===== src/rtl/hazard_scoreboard.sv =====
// Hazard scoreboard: a per-register countdown of cycles until each pending result can be forwarded,
// a multi-cycle mult/div busy counter, and a saturating count of stalled cycles.
module hazard_scoreboard #(
    parameter int NREG     = 32,
    parameter int AW       = 5,
    parameter int TW       = 3,
    parameter int MULT_LAT = 5,
    parameter int DIV_LAT  = 10,
    parameter int CW       = 16
) (
    input  logic          clk,
    input  logic          reset,
    input  logic          d_valid,
    input  logic [AW-1:0] d_rs,
    input  logic [AW-1:0] d_rt,
    input  logic          d_use_rs,
    input  logic          d_use_rt,
    input  logic [TW-1:0] d_tuse_rs,
    input  logic [TW-1:0] d_tuse_rt,
    input  logic          d_we,
    input  logic [AW-1:0] d_a3,
    input  logic [TW-1:0] d_tnew,
    input  logic          d_md_start,
    input  logic          d_md_div,
    input  logic          d_md_use,
    input  logic          flush,
    output logic          stall,
    output logic          md_busy,
    output logic [CW-1:0] stall_cnt
);

    localparam int MD_MAX = (MULT_LAT > DIV_LAT) ? MULT_LAT : DIV_LAT;
    localparam int MDW    = $clog2(MD_MAX + 1);
    localparam logic [TW-1:0]  T_ONE   = {{(TW-1){1'b0}}, 1'b1};
    localparam logic [MDW-1:0] MD_ONE  = {{(MDW-1){1'b0}}, 1'b1};
    localparam logic [CW-1:0]  CNT_ONE = {{(CW-1){1'b0}}, 1'b1};
    localparam logic [CW-1:0]  CNT_MAX = {CW{1'b1}};

    logic [TW-1:0]  pend_q [1:NREG-1];
    logic [TW-1:0]  pend_d [1:NREG-1];
    logic [TW-1:0]  pend_rd [0:(2**AW)-1];
    logic [MDW-1:0] md_cnt_q, md_cnt_d;
    logic           md_busy_q;
    logic [CW-1:0]  stall_cnt_q, stall_cnt_d;
    logic           s_rs, s_rt, s_md, stall_s, issue_s;

    // Full-range read view: $0 and indices beyond NREG read as nothing pending.
    always_comb begin
        for (int i = 0; i < 2**AW; i++) begin
            pend_rd[i] = {TW{1'b0}};
        end
        for (int i = 1; i < NREG; i++) begin
            pend_rd[i] = pend_q[i];
        end
    end

    // Hazard detection against current scoreboard state; flush does not mask it.
    always_comb begin
        s_rs    = d_valid && d_use_rs && (d_rs != {AW{1'b0}}) && (pend_rd[d_rs] > d_tuse_rs);
        s_rt    = d_valid && d_use_rt && (d_rt != {AW{1'b0}}) && (pend_rd[d_rt] > d_tuse_rt);
        s_md    = d_valid && d_md_use && (md_cnt_q != {MDW{1'b0}});
        stall_s = s_rs || s_rt || s_md;
        issue_s = d_valid && !stall_s && !flush;
    end

    // Countdown per register; a newly issuing writer overrides whatever was pending.
    always_comb begin
        for (int i = 1; i < NREG; i++) begin
            if (flush) begin
                pend_d[i] = {TW{1'b0}};
            end else if (issue_s && d_we && (d_a3 == AW'(i))) begin
                pend_d[i] = d_tnew;
            end else if (pend_q[i] != {TW{1'b0}}) begin
                pend_d[i] = pend_q[i] - T_ONE;
            end else begin
                pend_d[i] = {TW{1'b0}};
            end
        end
    end

    // Mult/div busy counter and saturating stall counter next state.
    always_comb begin
        if (flush) begin
            md_cnt_d = {MDW{1'b0}};
        end else if (issue_s && d_md_start) begin
            md_cnt_d = d_md_div ? MDW'(DIV_LAT) : MDW'(MULT_LAT);
        end else if (md_cnt_q != {MDW{1'b0}}) begin
            md_cnt_d = md_cnt_q - MD_ONE;
        end else begin
            md_cnt_d = {MDW{1'b0}};
        end

        if (stall_s && (stall_cnt_q != CNT_MAX)) begin
            stall_cnt_d = stall_cnt_q + CNT_ONE;
        end else begin
            stall_cnt_d = stall_cnt_q;
        end
    end

    // State registers.
    always_ff @(posedge clk or posedge reset) begin
        if (reset) begin
            for (int i = 1; i < NREG; i++) begin
                pend_q[i] <= {TW{1'b0}};
            end
            md_cnt_q    <= {MDW{1'b0}};
            md_busy_q   <= 1'b0;
            stall_cnt_q <= {CW{1'b0}};
        end else begin
            for (int i = 1; i < NREG; i++) begin
                pend_q[i] <= pend_d[i];
            end
            md_cnt_q    <= md_cnt_d;
            md_busy_q   <= (md_cnt_d != {MDW{1'b0}});
            stall_cnt_q <= stall_cnt_d;
        end
    end

    assign stall     = stall_s;
    assign md_busy   = md_busy_q;
    assign stall_cnt = stall_cnt_q;

endmodule


===== config.mk =====
export PLATFORM = sky130hd
export DESIGN_NAME = hazard_scoreboard
export DESIGN_NICKNAME = d
export VERILOG_FILES = /design/src/rtl/hazard_scoreboard.sv
export SDC_FILE = /design/constraint.sdc
export NUM_CORES = 1
export LEC_CHECK = 0
export ABC_CLOCK_PERIOD_IN_PS = 6500
export CORE_MARGIN = 2
export CORE_UTILIZATION = 63
export CTS_BUF_LIST = sky130_fd_sc_hd__clkbuf_8
export DETAILED_ROUTE_END_ITERATION = 12
export PLACE_DENSITY_LB_ADDON = 0.3
export SYNTH_ARGS = -nofsm -noshare
export SYNTH_HDL_FRONTEND = slang
export SYNTH_SLANG_ARGS = --single-unit

===== constraint.sdc =====
create_clock -name clk -period 6.5 [get_ports clk]
set_input_delay 0.975 -clock clk [delete_from_list [all_inputs] [get_ports clk]]
set_output_delay 0.975 -clock clk [all_outputs]
set_load 0.05 [all_outputs]

==> summary.txt <==
STA
  – # setup viols final: 0
  – Max Clk Rate: around 180 MHz
  – Measured slew at the worst slew-check pin: about 1.0 ns
  – Setup ws final: 0.929 ns
  – Worst Clk Skew: between 0.01 and 0.015 ns
  – Worst slew margin: 0.315
  – Fin. Hold Viols: 0
  – Slew Viols, Final: 0
  – Fin Setup TNS: 0 ns
  – Period utilization: 0.857
  – RSZ-0062 raised after global routing: no
  – Min Tclk post-route: between 5 and 6 ns

Yosys
  – Adder-cell share of the synthesized area: 0.101
  – Post-Syn Instances: approximately 880
  – Post-synth EDFFs: 0
  – Compound-Gate Fraction of Synth Area: 0.144
  – Mapped cell area: approximately 8800 µm²
  – Synth Net Count: between 900 and 1000
  – Top cells by area, synth: dfrtp_1, mux4_2, ha_1
  – Prevailing post-synth register cell: dfrtp_1
  – Area share of the largest cell type after synthesis: 0.325
  – Simple logic cell fraction of the synthesized area: 0.196
  – Largest family of logic cells by synthesized area: simple AND/OR/NAND/NOR gates
  – Multiplexer share of the synthesized area: 0.156
  – Yosys warning total: 0
  – Synth Area in XOR/XNOR: 0.0130
  – Syn Area/Cell: 10.0 µm²
  – Post-synth ARST share: 1.00
  – Register area share after synthesis: 0.325
  – Synth area leader: dfrtp_1
  – Seq cells post-synth: approximately 110
  – Distinct cells, synth: 60

Clock network
  – TritonCTS clock tree: done
  – Hold_buf cts: 0
  – CTS max path bufs: 2
  – Clk root buf: clkbuf_8
  – Clock transition at path regs: around 0.080 ns
  – Setup bufs post-CTS: 0
  – Resized cells post-CTS: 0
  – Number of clock sinks: around 110
  – H-tree levels: 4
  – Worst-Skew Late Latency: about 0.48 ns
  – CTS buffer count: 17

Hold path
  – Hold_sp: stall_cnt[11]$_DFFE_PP0P_
  – Hold Path End: stall_cnt[11]$_DFFE_PP0P_
  – HP Class: flop to flop
  – Hold Path Stages: 1

Final layout
  – Layout cell share with drive strength beyond 1: 0.191
  – Most common cell after layout, fill and taps aside: dfrtp_1
  – Multi-input gate area: between 5000 and 6000 µm²
  – N_diodes: 0
  – Finished layout cell area: between 9000 and 10000 µm²
  – Fillers: ~1000
  – Register area: 2850 µm²
  – Commonest non-fill, non-tap cells in the layout: dfrtp_1, inv_1, ha_1, nand2_1, a21oi_1
  – Area delta synth->final: 10.7%
  – Final core occ: 0.708
  – Final #Nets: around 1000

Route
  – Pre-Repair DR Iteration Count: 7
  – DRT iter0 DRCs: 800
  – Wire per inst: 23.1 µm
  – Remaining antenna violation count after routing: 0
  – Met2 WL post-DR: about 12 mm
  – Post-Route WL: roughly 25 mm
  – DRC: 0
  – Wl on met1: 9.70 mm
  – Metal3 WL: between 2 and 2.5 mm
  – Routed via count: between 7000 and 8000
  – Max Used Layer: met4
  – Via density per instance: just under 7

Worst setup path
  – Worst EP required: 5.52 ns
  – Worst R2R Setup Slack: around 2.4 ns
  – Cell family with most CP delay: buffers and inverters
  – Crit path max fanout: 20
  – Worst Path Arrival: between 4 and 5 ns
  – Crit path kind: input pin to output port
  – Reg2reg path depth: 10
  – Slowest cell on the critical path: clkdlybuf4s50_1
  – Buf/Inv on CP: 3
  – Critical R2R Capture: pend_q[52]$_DFF_PP0_
  – CP cell instances: clkdlybuf4s50_1, nor2b_1, a22oi_1, nor2_1, a2111oi_0, a211oi_1, ha_1, nor2b_1, o21ai_1, a221oi_4, nor3_2, inv_1, buf_4
  – CP Capture Type: output port
  – R2R Path Start: pend_q[4]$_DFF_PP0_
  – Cell mode on critical path: nor2b_1
  – Worst path max stage delay: approximately 1.1 ns
  – Worst Setup Start Kind: input pin

Die
  – I/O pin count: 52
  – Core area: around 14000 µm²
  – Cell Rows: 43
  – Full die area: ~15000 µm²
  – Chip height: around 120 µm
  – Starting Density: 0.639
  – Die Wd: approximately 120 µm

Global route
  – Vias in the first global route: about 7700
  – First-pass GRT wire length: roughly 40 mm
  – Largest net degree at the start of global routing: 64
  – Global route total overflow: 0
  – Initial antenna violation count: 0
  – Gr usage total: 0.356

Placement
  – Final HPWL DP: between 15 and 20 mm
  – Placed instance area: roughly 9300 µm²
  – Pre-CTS setup slack: 0.962 ns
  – RD Place Congestion: about 0.97
  – Port Buffers: 51

Status
  – Status: completed

Run
  – Max Cap Violations: 0

Power and ir drop
  – LEAKAGE: slightly above 4 nW
  – VDD IR-drop max: 0.228 mV
  – PwrDens: roughly 200 nW/µm²
-- kinds of logic after synthesis --
| group | Yosys count |
|---|---|
| multiplexers | 76 |
| XOR/XNOR | 13 |
| AO/OA/AOI/OAI | 177 |
| flip-flops | 114 |
| AND/OR/NAND/NOR | 291 |
| buffers and inverters | 134 |
| adder cells (fa/ha/maj) | 71 |
-- flip-flops by register name, summed over array words and instances, names as in the netlist --
register / cells
pend_q: 93
stall_cnt: 16
md_cnt_q: 4
md_busy: 1
-- final cells by class --
cell class / instances / area share
clock buffers: 19 / 0.0269
multi-input cells: 628 / 0.551
repair buffers: 63 / 0.0603
inverters: 74 / 0.0289
flip-flops and latches: 114 / 0.294
well taps: 180 / 0.0232
clock inverters: 13 / 0.0156
-- layer usage --
metal / up-vias / global-route usage
met5: - / 0
met4: 0 / 0.206
met3: 91 / 0.0885
met2: 414 / 0.565
met1: 3712 / 0.445
li1: 3246 / -
-- cell usage after synthesis (8+ instances only) --
cell	instances
nor3_1	15
dfrtp_1	114
and2_1	19
nand2b_1	14
xor2_1	12
or2_2	31
o21ai_0	30
a21oi_1	49
o41ai_1	14
nand3_1	37
o31ai_1	10
nor2_1	47
nand4_1	11
mux2i_1	22
ha_1	71
nand2_1	56
buf_2	18
clkbuf_1	28
a311oi_1	20
a221oi_1	11
inv_1	74
mux4_2	48
nor4_2	15
o221a_2	10
nor2b_1	8
-- worst max-delay path by stage --
stage,startpoint,endpoint,slack (ns),cells after the start
after floorplan,d_rt[0],stall,1.41,12
after global placement,d_rs[1],stall,1.08,12
after detailed placement,d_rs[1],pend_q[76]$_DFF_PP0_,0.96,12
after CTS,d_rs[1],stall,1.01,13
after global routing,d_rs[1],stall,0.77,13
final,d_rs[1],stall,0.93,13
-- power by group --
group	switching, mW	leakage, nW	internal [mW]
sequential	0.0398	1.58	0.745
clock	0.341	0.196	0.366
combinational	0.324	2.29	0.153
-- per-stage QoR --
stage	hold slack (ns)	instances	power [mW]
2_1_floorplan	0.473	876	1.12
3_3_place_gp	0.473	1059	1.25
3_5_place_dp	0.474	1059	1.27
4_1_cts	0.488	1091	1.97
5_1_grt	0.509	1091	2.05
6_report	0.488	1091	1.97
Power figures use the tool's default switching activity.
